<file path="src/rtl/sweep_pkg.sv">
// Shared types and constants for the select-sweep controller.
package sweep_pkg;

  localparam int unsigned NUM_IDX = 16;
  localparam int unsigned SEL_W   = 2;
  localparam int unsigned IDX_W   = 4;

  typedef enum logic [1:0] {
    StIdle,
    StDrive,
    StSample,
    StDone
  } state_e;

endpackage

</file>
<file path="src/rtl/settle_timer.sv">
// Settle counter: counts enabled cycles and flags the last one of each SETTLE-cycle dwell.
module settle_timer #(
  parameter int unsigned SETTLE   = 1,
  parameter int unsigned SETTLE_W = 4
) (
  input  logic clk,
  input  logic rst_n,
  input  logic clr,
  input  logic en,
  output logic expired
);

  localparam logic [SETTLE_W-1:0] LastCnt = SETTLE_W'(SETTLE - 1);

  logic [SETTLE_W-1:0] cnt_q, cnt_d;

  assign expired = (cnt_q == LastCnt);

  // Wraps to 0 on expiry so the next index starts a fresh dwell.
  always_comb begin
    cnt_d = cnt_q;
    if (clr) begin
      cnt_d = '0;
    end else if (en) begin
      cnt_d = expired ? '0 : cnt_q + 1'b1;
    end
  end

  always_ff @(posedge clk or negedge rst_n) begin
    if (!rst_n) begin
      cnt_q <= '0;
    end else begin
      cnt_q <= cnt_d;
    end
  end

endmodule

</file>
<file path="src/rtl/sel_sweep_ctrl.sv">
// Sweeps SEL1/SEL2 through all 16 combinations with latched data and maps the datapath response.
module sel_sweep_ctrl
  import sweep_pkg::*;
#(
  parameter int unsigned SETTLE   = 1,
  parameter int unsigned SETTLE_W = 4
) (
  input  logic             clk,
  input  logic             rst_n,
  input  logic             start,
  input  logic [3:0]       abcd_in,
  output logic             A,
  output logic             B,
  output logic             C,
  output logic             D,
  output logic [SEL_W-1:0] SEL1,
  output logic [SEL_W-1:0] SEL2,
  input  logic             out_nume,
  output logic             busy,
  output logic             done,
  output logic [15:0]      result,
  output logic [4:0]       ones_cnt
);

  localparam logic [IDX_W-1:0] LastIdx = IDX_W'(NUM_IDX - 1);

  state_e           state_q, state_d;
  logic [IDX_W-1:0] idx_q, idx_d;
  logic [3:0]       abcd_q, abcd_d;
  logic [15:0]      result_q, result_d;
  logic [4:0]       ones_q, ones_d;
  logic             tmr_clr, tmr_en, tmr_expired;

  settle_timer #(
    .SETTLE   (SETTLE),
    .SETTLE_W (SETTLE_W)
  ) u_settle_timer (
    .clk     (clk),
    .rst_n   (rst_n),
    .clr     (tmr_clr),
    .en      (tmr_en),
    .expired (tmr_expired)
  );

  always_comb begin
    state_d  = state_q;
    idx_d    = idx_q;
    abcd_d   = abcd_q;
    result_d = result_q;
    ones_d   = ones_q;
    tmr_clr  = 1'b0;
    tmr_en   = 1'b0;
    case (state_q)
      StIdle: begin
        if (start) begin
          state_d  = StDrive;
          abcd_d   = abcd_in;
          result_d = '0;
          ones_d   = '0;
          idx_d    = '0;
          tmr_clr  = 1'b1;
        end
      end
      StDrive: begin
        tmr_en = 1'b1;
        if (tmr_expired) begin
          state_d = StSample;
        end
      end
      StSample: begin
        result_d[idx_q] = out_nume;
        ones_d          = ones_q + 5'(out_nume);
        if (idx_q == LastIdx) begin
          state_d = StDone;
        end else begin
          idx_d   = idx_q + 1'b1;
          state_d = StDrive;
        end
      end
      StDone: begin
        // SEL returns to index 0 only here, never by wrapping mid-sweep.
        state_d = StIdle;
        idx_d   = '0;
      end
      default: state_d = StIdle;
    endcase
  end

  always_ff @(posedge clk or negedge rst_n) begin
    if (!rst_n) begin
      state_q  <= StIdle;
      idx_q    <= '0;
      abcd_q   <= '0;
      result_q <= '0;
      ones_q   <= '0;
    end else begin
      state_q  <= state_d;
      idx_q    <= idx_d;
      abcd_q   <= abcd_d;
      result_q <= result_d;
      ones_q   <= ones_d;
    end
  end

  assign {A, B, C, D} = abcd_q;
  assign SEL1         = idx_q[3:2];
  assign SEL2         = idx_q[1:0];
  assign busy         = (state_q != StIdle);
  assign done         = (state_q == StDone);
  assign result       = result_q;
  assign ones_cnt     = ones_q;

endmodule
</file>
<file path="config.mk">
export PLATFORM = sky130hd
export DESIGN_NAME = sel_sweep_ctrl
export DESIGN_NICKNAME = d
export VERILOG_FILES = /design/src/rtl/sweep_pkg.sv /design/src/rtl/settle_timer.sv /design/src/rtl/sel_sweep_ctrl.sv
export SDC_FILE = /design/constraint.sdc
export NUM_CORES = 1
export LEC_CHECK = 0
export CORE_AREA = 3 3 70 72
export CTS_CLUSTER_DIAMETER = 200
export DETAILED_ROUTE_END_ITERATION = 8
export DIE_AREA = 0 0 73 75
export GPL_TIMING_DRIVEN = 0
export PLACE_DENSITY = 0.65
export SLEW_MARGIN = 20
export SYNTH_ARGS = -nofsm -noshare
export SYNTH_HDL_FRONTEND = slang
export SYNTH_HIERARCHICAL = 1
export SYNTH_SLANG_ARGS = --single-unit
</file>
<file path="constraint.sdc">
create_clock -name clk -period 1.9 [get_ports clk]
set_input_delay 0.19 -clock clk [delete_from_list [all_inputs] [get_ports clk]]
set_output_delay 0.19 -clock clk [all_outputs]
set_load 0.02 [all_outputs]
</file>
======== Yosys cells after proc, flatten, opt, wreduce, memory -nomap -nowiden ========
Index checks and enable logic that the tools add are counted.
word-level totals
  register bits after elaboration ......... 35
  output and inout bits ................... 31
  word-level logic and storage cells ...... 49
cells by class
  $add $sub $neg .......................... 3
  order comparisons ....................... 2
  equal/unequal tests ..................... 7
  mux-type cells .......................... 20
  reduce and logical (&&, ||, !) cells .... 11
operators with widths
  cell                                                        number
  one-hot mux 16 bit (2 select lines)                         1
  two-way mux 4 bit                                           5
  bitwise mux 16 bit                                          1
  two-way mux 16 bit                                          1
  one-hot mux 4 bit (3 select lines)                          1
  one-hot mux 5 bit (2 select lines)                          1
  adder 4 x 1 -> 4 bit, second input constant                 2
  one-hot mux 2 bit (4 select lines)                          1
  two-way mux 2 bit                                           3
  AND reduction 2 bit                                         3
  nonzero test 2 bit                                          3
  adder 5 x 1 -> 5 bit                                        1
  less-than comparator 4 x 5 -> 1 bit, second input constant  1
  two-way mux 5 bit                                           1
  demux 1 bit (select 4 bit)                                  1
  equality test 2 bit, second input constant                  2
  equality test 4 bit, second input constant                  1
  >= comparator 4 x 1 -> 1 bit, second input constant         1
  logical NOT 4 bit                                           1
  two-way mux 1 bit                                           4
  != test 2 bit, second input constant                        2
  AND reduction 3 bit                                         1
  nonzero test 3 bit                                          1
  equality test 2 x 1 -> 1 bit, second input constant         1
  other kinds (3)                                             3

======== Depth between registers and ports, before layout ========
Gate-level depths: netlist of the first run.
  depth in word-level cells ............... 6
  gate-level depth with buffers ........... 6
  gate-level depth less buffers ........... 5

======== Modules after synthesis ========
The synthesis of the first run kept the hierarchy.
modules (own cells, without submodules)
  module          times used  cells each  area each (µm²)
  sel_sweep_ctrl  1           137         1,527.7
  settle_timer    1           21          215.2

======== Worst setup path after synthesis of the first run ========
OpenSTA, ideal clock, no wires.
  path type ............................... flip-flop to flip-flop
  start point ............................. register state_q[0]
  end point ............................... register u_settle_timer.cnt_q[0]
  data arrival time ....................... 1.407 ns
  setup slack ............................. 0.397 ns
  cell stages (with the launch flop) ...... 7
  buffers on the path ..................... 2
  path through ............................ dfrtp_1 or3b_1 buf_6 buf_6 inv_1 or4b_1 o31ai_1
between the ends
  word-level cells in the longest chain between the ends .. 3
  elaborated cells between the ends (all ways) .. 6
  those cells by class .................... 1 x eq/ne; 3 x mux; 2 x reduce/logical
ends and longest elaborated chain
  element                                                  RTL line              text
  start, declared                                          sel_sweep_ctrl.sv:27  state_e state_q, state_d;
  start signal, assigned                                   sel_sweep_ctrl.sv:91  state_q <= StIdle;
  start signal, assigned                                   sel_sweep_ctrl.sv:97  state_q <= state_d;
  logical NOT 2 bit (*)                                    sel_sweep_ctrl.sv:53  case (state_q)
  two-way mux 1 bit (*)                                    sel_sweep_ctrl.sv:53
  via tmr_clr                                              sel_sweep_ctrl.sv:32  logic tmr_clr, tmr_en, tmr_expired;
  two-way mux 4 bit or nonzero test 2 bit (tied branches)  -
  end signal, assigned                                     settle_timer.sv:33    cnt_q <= cnt_d;
  end, declared                                            settle_timer.sv:15    logic [SETTLE_W-1:0] cnt_q, cnt_d;
The timed path passes the listed nets; every way through them passes the cells marked *.
A chain may end at the register's enable or synchronous reset.

======== Worst setup path after layout of the first run ========
Ends and elaborated chain as after synthesis.

==> results.toml, run 1 <==
[global_route]
grt_pass1_wl_um = 6458
globalRouteTotalUtil = 0.1540
antenna_found_initial = 0
gr-total-overflow = 0
grt_pass1_vias = 1355
grt_max_degree = 27

[floorplanning]
rows = 24
io_pins = 39
design.die.area_um2 = 5475
core-area_um2 = 4354
floorplan.die.height_um = 75
start_util = 0.4003
die_w_um = 73

[timing]
clock_skew_ns = 0.002068
drv_slew = 0
worstMarginPinSlew_ns = 0.4742
finalSetupViolCount = 0
finalCritPeriodShare = 0.9002
max_freq_mhz = 584.7
relSlewSlack = 0.6832
fin_tns_setup_ns = 0
rsz0062_at_grt = "no"
setup_slack_ns = 0.1897
hold_violations = 0
finalCriticalPeriod_ns = 1.710

[power]
p_comb_frac = 0.390
cell_internal_pwr_uw = 1666
power.share.clock = 0.225
power_density_nw_per_um2 = 1129
peakVddDrop_mv = 0.6523
swShare = 0.3623
switching_power_uw = 946.7
seqPwrFrac = 0.385
leakage_uw = 0.0009620

[finish]
drive_gt1_frac = 0.09709
areaGrowthSynthToFinish_pct = 32.81
antenna_cells = 0
final_nets = 221

[logic_synthesis]
mappedNetlistNets = 174
ys.flop_type = "dfrtp_1"
ys_seq_area_frac = 0.5025
synth_cell_types = 36
synth_cells = 158
async_flop_share = 1.000
yosys-top-cells-area = "dfrtp_1 50%, ha_1 5.7%, o31ai_1 5.6%"
yosysTopAreaCellShare = 0.5025
synth-edff-count = 0
yosysMostFrequentCell = "dfrtp_1"
syn_avg_cell_area_um2 = 11.03
synth.largest_area_cell = "dfrtp_1"
synth_commonest_cells = "35 x dfrtp_1, 13 x o31ai_1, 11 x o211ai_1, 10 x nand2_1, 9 x inv_1"
synth_area_um2 = 1743
ys_ff_latch = 35
yosysWarnings = 6

[placed_design]
place.detailed.hpwl_um = 2865
globalplace.congestion = 0.8622
dp_slack_ns = -0.01326
io_buffers = 38

[cts]
cts-buffers-inserted = 5
cts_root_buf = "clkbuf_8"
clkTransAtPathRegs_ns = 0.07
clk_latency_ns = 0.28
cts_sinks = 35
cts.htree.levels = 2
post-cts-setup-buffers = 0
cts_tree = "yes"
clk_path_buf_depth = 2

[drt]
vias = 1404
vias_per_cell = 5.442
wl_per_cell_um = 14.99
postRouteAntennaNets = 0
routed_wl_um = 3868
dr.pass1.iters = 4
first_iter_violations = 66
drc = 0

[job]
max_cap_violations = 0

[critical_path]
critPathCaptureType = "register"
cp_max_fo = 10
cp.required_ns = 2.09
critPathSlowestCell = "or4b_1"
max_stage_delay_ns = 0.51
crit_path_cell_trace = "or3b_1 -> buf_6 -> buf_6 -> inv_1 -> or4b_1 -> o31ai_1"
cpLargestDelayFamily = "simple AND/OR/NAND/NOR gates"
arrival_ns = 1.90
worst-path-stages = 6
crit_path_start_kind = "register"
r2r_setup_slack_ns = 0.19
r2r_cells = 6
worst_r2r_endpoint = "u_settle_timer/cnt_q[0]"
timing.rr.start = "state_q[0]"
worstSetupPathType = "register to register"
critPathMostFrequentCell = "buf_6"
critical_path_buf_inv_count = 3

[worst_hold_path]
hold_class = "primary input to asynchronous set/reset pin"

[status]
status = "completed"
[cell usage in the layout (no fill, tap or decap), drive strengths merged, types with 2 or more instances in the layout]
cell type and count:
o311ai 4, nor3 2, o41ai 4, nor2 6, inv 9, mux2 4, clkdlybuf4s50 35, o21ai 4
buf 8, o31ai 13, nand2b 3, a21oi 3, nand3 5, xnor2 3, ha 8, dfrtp 35
a22o 3, o211ai 11, dlygate4sd2 2, nand2 10, clkbuf 12, nand3b 6, mux2i 2
[how the worst max path moves through the flow]
| stage | end | start | slack, ns |
|---|---|---|---|
| global placement | u_settle_timer/cnt_q[1] | rst_n | -0.09 |
| floorplan | u_settle_timer/cnt_q[0] | state_q[0] | 0.40 |
| detailed placement | u_settle_timer/cnt_q[0] | start | -0.01 |
| finish | u_settle_timer/cnt_q[0] | state_q[0] | 0.19 |
| CTS | done | state_q[1] | 0.18 |
| global route | result[3] | idx_q[0] | 0.04 |
[cell type report]
cell class	count	area [µm²]
clock inverter	1	7.507
inverter	9	33.78
buffer	11	66.31
timing repair buffer	40	402.9
sequential	35	875.8
fill	398	2039
tap	52	65.06
clock buffer	7	96.34
multi-input combinational	103	767.0
[metal layers]
| metal | wire [µm] | up-vias | GRT usage |
|---|---|---|---|
| li1 | - | 687 | - |
| met1 | 1675 | 672 | 0.1949 |
| met2 | 1896 | 39 | 0.2522 |
| met3 | 241 | 6 | 0.04005 |
| met4 | 54 | 0 | 0.06148 |
| met5 | 0 | - | 0 |
[kinds of logic after synthesis]
family / after synthesis / synth area share
xor gates and xnor gates: 3 / 0.01508
and+or+nand+nor: 38 / 0.1177
DFF: 35 / 0.5025
adders and majority gates: 8 / 0.05743
muxes: 6 / 0.03733
buffers and inverters: 20 / 0.05743
AOI/OAI and AO/OA: 48 / 0.2125
[metrics by stage]
step	total power, µW	std cells	instance area, µm²	hold WS [ns]	util
floorplan	1644	158	1743	-0.1056	-
global placement	2020	248	2188	0.4879	0.5026
detailed placement	2056	249	2203	0.07711	0.5060
CTS	2646	258	2315	0.3028	0.5316
global route	2802	258	2315	0.3259	0.5316
finish	2613	258	2315	0.3193	0.5316
[power by group through the flow]
| stage | clock (µW) | sequential (µW) | combinational [µW] |
|---|---|---|---|
| global placement | 0 | 1010 | 1010 |
| floorplan | 0 | 1110 | 531 |
| CTS | 614 | 1000 | 1030 |
| detailed placement | 0 | 1020 | 1040 |
| global route | 647 | 1030 | 1130 |
| finish | 588 | 1010 | 1020 |
[worst reg2reg max path: stages, from the launching register on]
cell	delay, ns
dfrtp_1	0.47
or3b_1	0.17
buf_6	0.13
buf_6	0.14
inv_1	0.11
or4b_1	0.51
o31ai_1	0.08
[state kept, by name (all words and copies together) (netlist names)]
register,count
result,16
idx_q,4
state_q,2
ones_cnt,5
u_settle_timer/cnt_q,4
abcd_q,4
[timing repair]
| action | CTS | global route |
|---|---|---|
| hold endpoints to repair | 9 | 0 |
| hold buffers | 1 | 0 |
| gates resized for setup | 2 | 0 |
| setup endpoints to repair | 2 | 0 |
(Power assumes the default switching activity.)
==> run 2: changes to the inputs <==
--- a/config.mk
+++ b/config.mk
@@ -5,12 +5,13 @@
 export SDC_FILE = /design/constraint.sdc
 export NUM_CORES = 1
 export LEC_CHECK = 0
-export CORE_AREA = 3 3 70 72
+export CORE_AREA = 3 3 75 77
 export CTS_CLUSTER_DIAMETER = 200
 export DETAILED_ROUTE_END_ITERATION = 8
-export DIE_AREA = 0 0 73 75
+export DIE_AREA = 0 0 78 80
 export GPL_TIMING_DRIVEN = 0
-export PLACE_DENSITY = 0.65
+export MAX_ROUTING_LAYER = met4
+export PLACE_DENSITY = 0.58
 export SLEW_MARGIN = 20
 export SYNTH_ARGS = -nofsm -noshare
 export SYNTH_HDL_FRONTEND = slang
==> run 2 against run 1 <==
Against the previous run:
- final cell count grew 7.0%
- clock-buffer cell count is the same
- worst hold slack gained 0.061 ns
- sequential power is essentially flat
- critical path depth is the same
==> results.toml, run 2 (synthesized netlist as in run 1, its figures left out) <==
[critical_path]
crit_path_start_kind = "register"
critPathCaptureType = "register"
cp_max_fo = 10
worstSetupPathType = "register to register"
cp.required_ns = 2.09
r2r_setup_slack_ns = 0.13
arrival_ns = 1.96

[global_route]
grtUsageMet2 = 0.2474
grt_max_degree = 19
top_usage_layer = "met2"
antenna_found_initial = 0
gr-total-overflow = 0
globalRouteTotalUtil = 0.1543
met3_usage = 0.03273
grt_pass1_wl_um = 7431
grt_pass1_vias = 1545
grt_use_met1 = 0.1911

[finish]
final_nets = 221
antenna_cells = 0
layout_common_cells = "35 x dfrtp_1, 35 x clkdlybuf4s50_1, 13 x o31ai_1"
largest_reg_flops = 16
areaGrowthSynthToFinish_pct = 33.24
final.fill_count = 504
drive_gt1_frac = 0.08738

[timing]
drv_slew = 0
finalCriticalPeriod_ns = 1.769
worstMarginPinSlew_ns = 0.4537
max_freq_mhz = 565.1
relSlewSlack = 0.6975
finalCritPeriodShare = 0.9313
setup_slack_ns = 0.1305
hold_violations = 0
finalHoldWorstSlack_ns = 0.3798
rsz0062_at_grt = "no"
finalSetupViolCount = 0
clock_skew_ns = 0.005733

[drt]
vias_per_cell = 5.127
dr.pass1.iters = 4
routed_wl_um = 4177
first_iter_violations = 97
drc = 0
wl_per_cell_um = 15.13
vias = 1415
postRouteAntennaNets = 0

[placed_design]
place.detailed.hpwl_um = 3103
globalplace.congestion = 0.7754
dp_slack_ns = -0.01616
io_buffers = 38

[floorplanning]
design.die.area_um2 = 6240
start_util = 0.3434
die_w_um = 78
floorplan.die.height_um = 80
core-area_um2 = 5075
io_pins = 39
rows = 26

[status]
status = "completed"

[cts]
cts_tree = "yes"
cts-buffers-inserted = 5
clkTransAtPathRegs_ns = 0.07
clk_path_buf_depth = 2
clk_latency_ns = 0.28
cts.htree.levels = 2
cts_root_buf = "clkbuf_8"
cts_sinks = 35

[worst_hold_path]
hold_class = "primary input to asynchronous set/reset pin"

[job]
max_cap_violations = 0

[power]
peakVddDrop_mv = 0.4958
leakage_uw = 0.0009570
power_density_nw_per_um2 = 1100
[run 2: worst paths after layout]
| check | to | startpoint | cells past startpoint |
|---|---|---|---|
| max | u_settle_timer/cnt_q[0] | state_q[0] | 6 |
| min | result[4] | rst_n | 2 |
| max reg2reg | u_settle_timer/cnt_q[0] | state_q[0] | 6 |
| min reg2reg | abcd_q[0] | abcd_q[0] | 1 |
| max in group asynchronous | idx_q[2] | rst_n | 3 |
| min in group clk | abcd_q[0] | abcd_q[0] | 1 |
[run 2: layout make-up]
cell class,count,area [µm²],share of cell area
Buffer,11,66.31,0.02856
Timing Repair Buffer,40,410.4,0.1767
Multi-Input combinational cell,103,767.0,0.3303
Clock buffer,7,76.32,0.03287
Tap cell,70,87.58,0.03772
Inverter,9,33.78,0.01455
Sequential cell,35,875.8,0.3772
Clock inverter,1,5.005,0.002155
[run 2: where the power goes]
group,internal [µW],switching [µW],leakage [µW]
Combinational,463,567,0.000441
Sequential,878,133,0.000473
Clock,257,258,0.0000422
[run 2: worst max-delay path, stage by stage, from the launching register on]
cell and delay [ns]:
dfrtp_1 0.49, or3b_1 0.18, buf_6 0.13, buf_6 0.15, inv_1 0.11, or4b_1 0.52, o31ai_1 0.09
[run 2: per-layer routing]
| layer | share of wire | up-vias |
|---|---|---|
| met5 | 0 | - |
| met4 | 0.012 | 0 |
| met3 | 0.055 | 6 |
| met2 | 0.47 | 48 |
| met1 | 0.46 | 673 |
| li1 | - | 688 |
[run 2: stage by stage]
step	util	instances	power [µW]	setup TNS, ns	cell area (µm²)
final	0.4576	276	2555	0	2322
after global routing	0.4576	276	2739	0	2322
after CTS	0.4576	276	2582	0	2322
after detailed placement	0.4401	267	2075	-0.01616	2233
after global placement	0.4357	266	2028	-3.769	2211
after floorplan	-	158	1644	0	1743
[run 2: what timing repair did]
item,in CTS,in global routing
hold buffers,1,0
hold endpoints to repair,17,0
gates resized for setup,2,0
setup buffers,0,0
endpoints found under the setup margin,2,0
==> run 3: changes to the inputs <==
--- a/config.mk
+++ b/config.mk
@@ -10,8 +10,9 @@
 export DETAILED_ROUTE_END_ITERATION = 8
 export DIE_AREA = 0 0 78 80
 export GPL_TIMING_DRIVEN = 0
+export HOLD_SLACK_MARGIN = 0.06
 export MAX_ROUTING_LAYER = met4
-export PLACE_DENSITY = 0.58
+export PLACE_DENSITY = 0.6
 export SLEW_MARGIN = 20
 export SYNTH_ARGS = -nofsm -noshare
 export SYNTH_HDL_FRONTEND = slang
==> constraint.sdc (replaced) <==
create_clock -name clk -period 1.6 [get_ports clk]
set_input_delay 0.16 -clock clk [delete_from_list [all_inputs] [get_ports clk]]
set_output_delay 0.16 -clock clk [all_outputs]
set_load 0.02 [all_outputs]
==> run 3 against run 2 <==
Against the previous run:
- utilization increased by 1.6 points
- combinational power is 30% higher
- clock-buffer cell count down 1
- power increased by 23%
- die area stayed put
- wire length shrank 5.9%
- non-clock buffer count up 9
- critical endpoint is now SEL1[1]
- highest routed layer unchanged
==> results.toml, run 3 (synthesized netlist as in run 1, its figures left out) <==
[critical_path]
critPathSlowestCell = "clkdlybuf4s50_1"
critPathCaptureType = "output pin"
crit_path_start_kind = "register"
timing.rr.start = "state_q[1]"
max_stage_delay_ns = 0.64
arrival_ns = 1.38
critical_path_buf_inv_count = 1
cpLargestDelayFamily = "buffers and inverters"
worstSetupPathType = "register to output pin"
crit_path_cell_trace = "clkdlybuf4s50_1"
worst_r2r_endpoint = "u_settle_timer/cnt_q[0]"
r2r_setup_slack_ns = 0.09
r2r_cells = 5
cp.required_ns = 1.44
cp_max_fo = 7

[floorplanning]
rows = 26
die_w_um = 78
io_pins = 39
design.die.area_um2 = 6240
core-area_um2 = 5075
start_util = 0.3434
floorplan.die.height_um = 80

[cts]
clk_latency_ns = 0.28
cts_root_buf = "clkbuf_8"
cts_tree = "yes"
cts_sinks = 35
cts-buffers-inserted = 5
cts.htree.levels = 2
clkTransAtPathRegs_ns = 0.07
clk_path_buf_depth = 2

[drt]
vias = 1423
first_iter_violations = 73
wl_per_cell_um = 13.79
postRouteAntennaNets = 0
dr.pass1.iters = 4
vias_per_cell = 4.993
routed_wl_um = 3929
drc = 0

[global_route]
grt_max_degree = 21
globalRouteTotalUtil = 0.1440
antenna_found_initial = 0
gr-total-overflow = 0
grt_pass1_vias = 1364
grt_pass1_wl_um = 6824

[finish]
layout_common_cells = "33 x dfrtp_1, 33 x clkdlybuf4s50_1, 13 x o31ai_1"
largest_reg_flops = 16
drive_gt1_frac = 0.1721
areaGrowthSynthToFinish_pct = 37.90
final_area_um2 = 2404
final_nets = 230
antenna_cells = 0

[power]
power_density_nw_per_um2 = 1306
leakage_uw = 0.001001
peakVddDrop_mv = 0.8032

[timing]
setup_slack_ns = 0.06174
clock_skew_ns = 0.009117
relSlewSlack = 0.7017
rsz0062_at_grt = "no"
worstMarginPinSlew_ns = 0.4474
finalCriticalPeriod_ns = 1.538
finalSetupViolCount = 0
drv_slew = 0
max_freq_mhz = 650.1
finalCritPeriodShare = 0.9614
hold_violations = 0

[placed_design]
dp_slack_ns = -0.3179
io_buffers = 38
place.detailed.hpwl_um = 2896
placed_area_um2 = 2233
globalplace.congestion = 0.7840

[status]
status = "completed"

[worst_hold_path]
hold_class = "primary input to asynchronous set/reset pin"

[job]
max_cap_violations = 0
-- run 3: cell count changes in the layout (fill, tap and decap cells not counted), sizes merged --
cell / delta
clkdlybuf4s50: -2
buf: +10
dlymetal6s2s: +1
inv: -1
clkinvlp: +2
clkbuf: -1
-- run 3: cell type report --
| type | count | area [µm²] |
|---|---|---|
| buffer | 10 | 57.56 |
| inverter | 9 | 37.54 |
| clock buffer | 6 | 72.57 |
| clock inverter | 2 | 12.51 |
| fill | 496 | 2671 |
| tap | 70 | 87.58 |
| timing repair buffer | 50 | 483.0 |
| multi-input combinational | 103 | 774.5 |
| sequential | 35 | 878.3 |
-- run 3: stage by stage --
| stage | setup TNS, ns | hold slack [ns] | total power (µW) | utilization | std cells |
|---|---|---|---|---|---|
| after detailed placement | -1.864 | 0.1188 | 2448 | 0.4401 | 267 |
| final | 0 | 0.3392 | 3139 | 0.4736 | 285 |
| after global routing | 0 | 0.3594 | 3388 | 0.4736 | 285 |
| after global placement | -18.06 | 0.4875 | 2426 | 0.4357 | 266 |
| after CTS | 0 | 0.3611 | 3097 | 0.4643 | 279 |
| after floorplan | 0 | -0.1356 | 1952 | - | 158 |
-- run 3: power by group --
part           switching [µW]  total (µW)  internal, µW  leakage (µW)
Clock                     315         619           304     0.0000412
Sequential                128        1170          1050      0.000471
Combinational             713        1340           631      0.000489
-- run 3: how the worst max path moves through the flow --
stage / cells after the start / startpoint / slack, ns / endpoint
floorplan: 6 / state_q[0] / 0.1 / u_settle_timer/cnt_q[0]
global route: 4 / state_q[1] / 0.001 / busy
CTS: 4 / state_q[1] / 0.02 / done
global placement: 1 / rst_n / -0.46 / u_settle_timer/cnt_q[2]
finish: 1 / idx_q[3] / 0.06 / SEL1[1]
detailed placement: 7 / start / -0.32 / u_settle_timer/cnt_q[0]
-- run 3: what timing repair did --
| item | in CTS | in global routing |
|---|---|---|
| hold endpoints to repair | 15 | 0 |
| setup endpoints to repair | 8 | 18 |
| pin swaps | 1 | 1 |
| gates resized for setup | 9 | 7 |
| hold buffers | 1 | 0 |
| setup buffers | 4 | 6 |
-- run 3: per-layer routing --
metal	up-vias	share of wire	GRT usage
li1	702	-	-
met1	682	0.47	0.1899
met2	34	0.47	0.2158
met3	5	0.048	0.04853
met4	0	0.0084	0.03147
met5	-	0	-
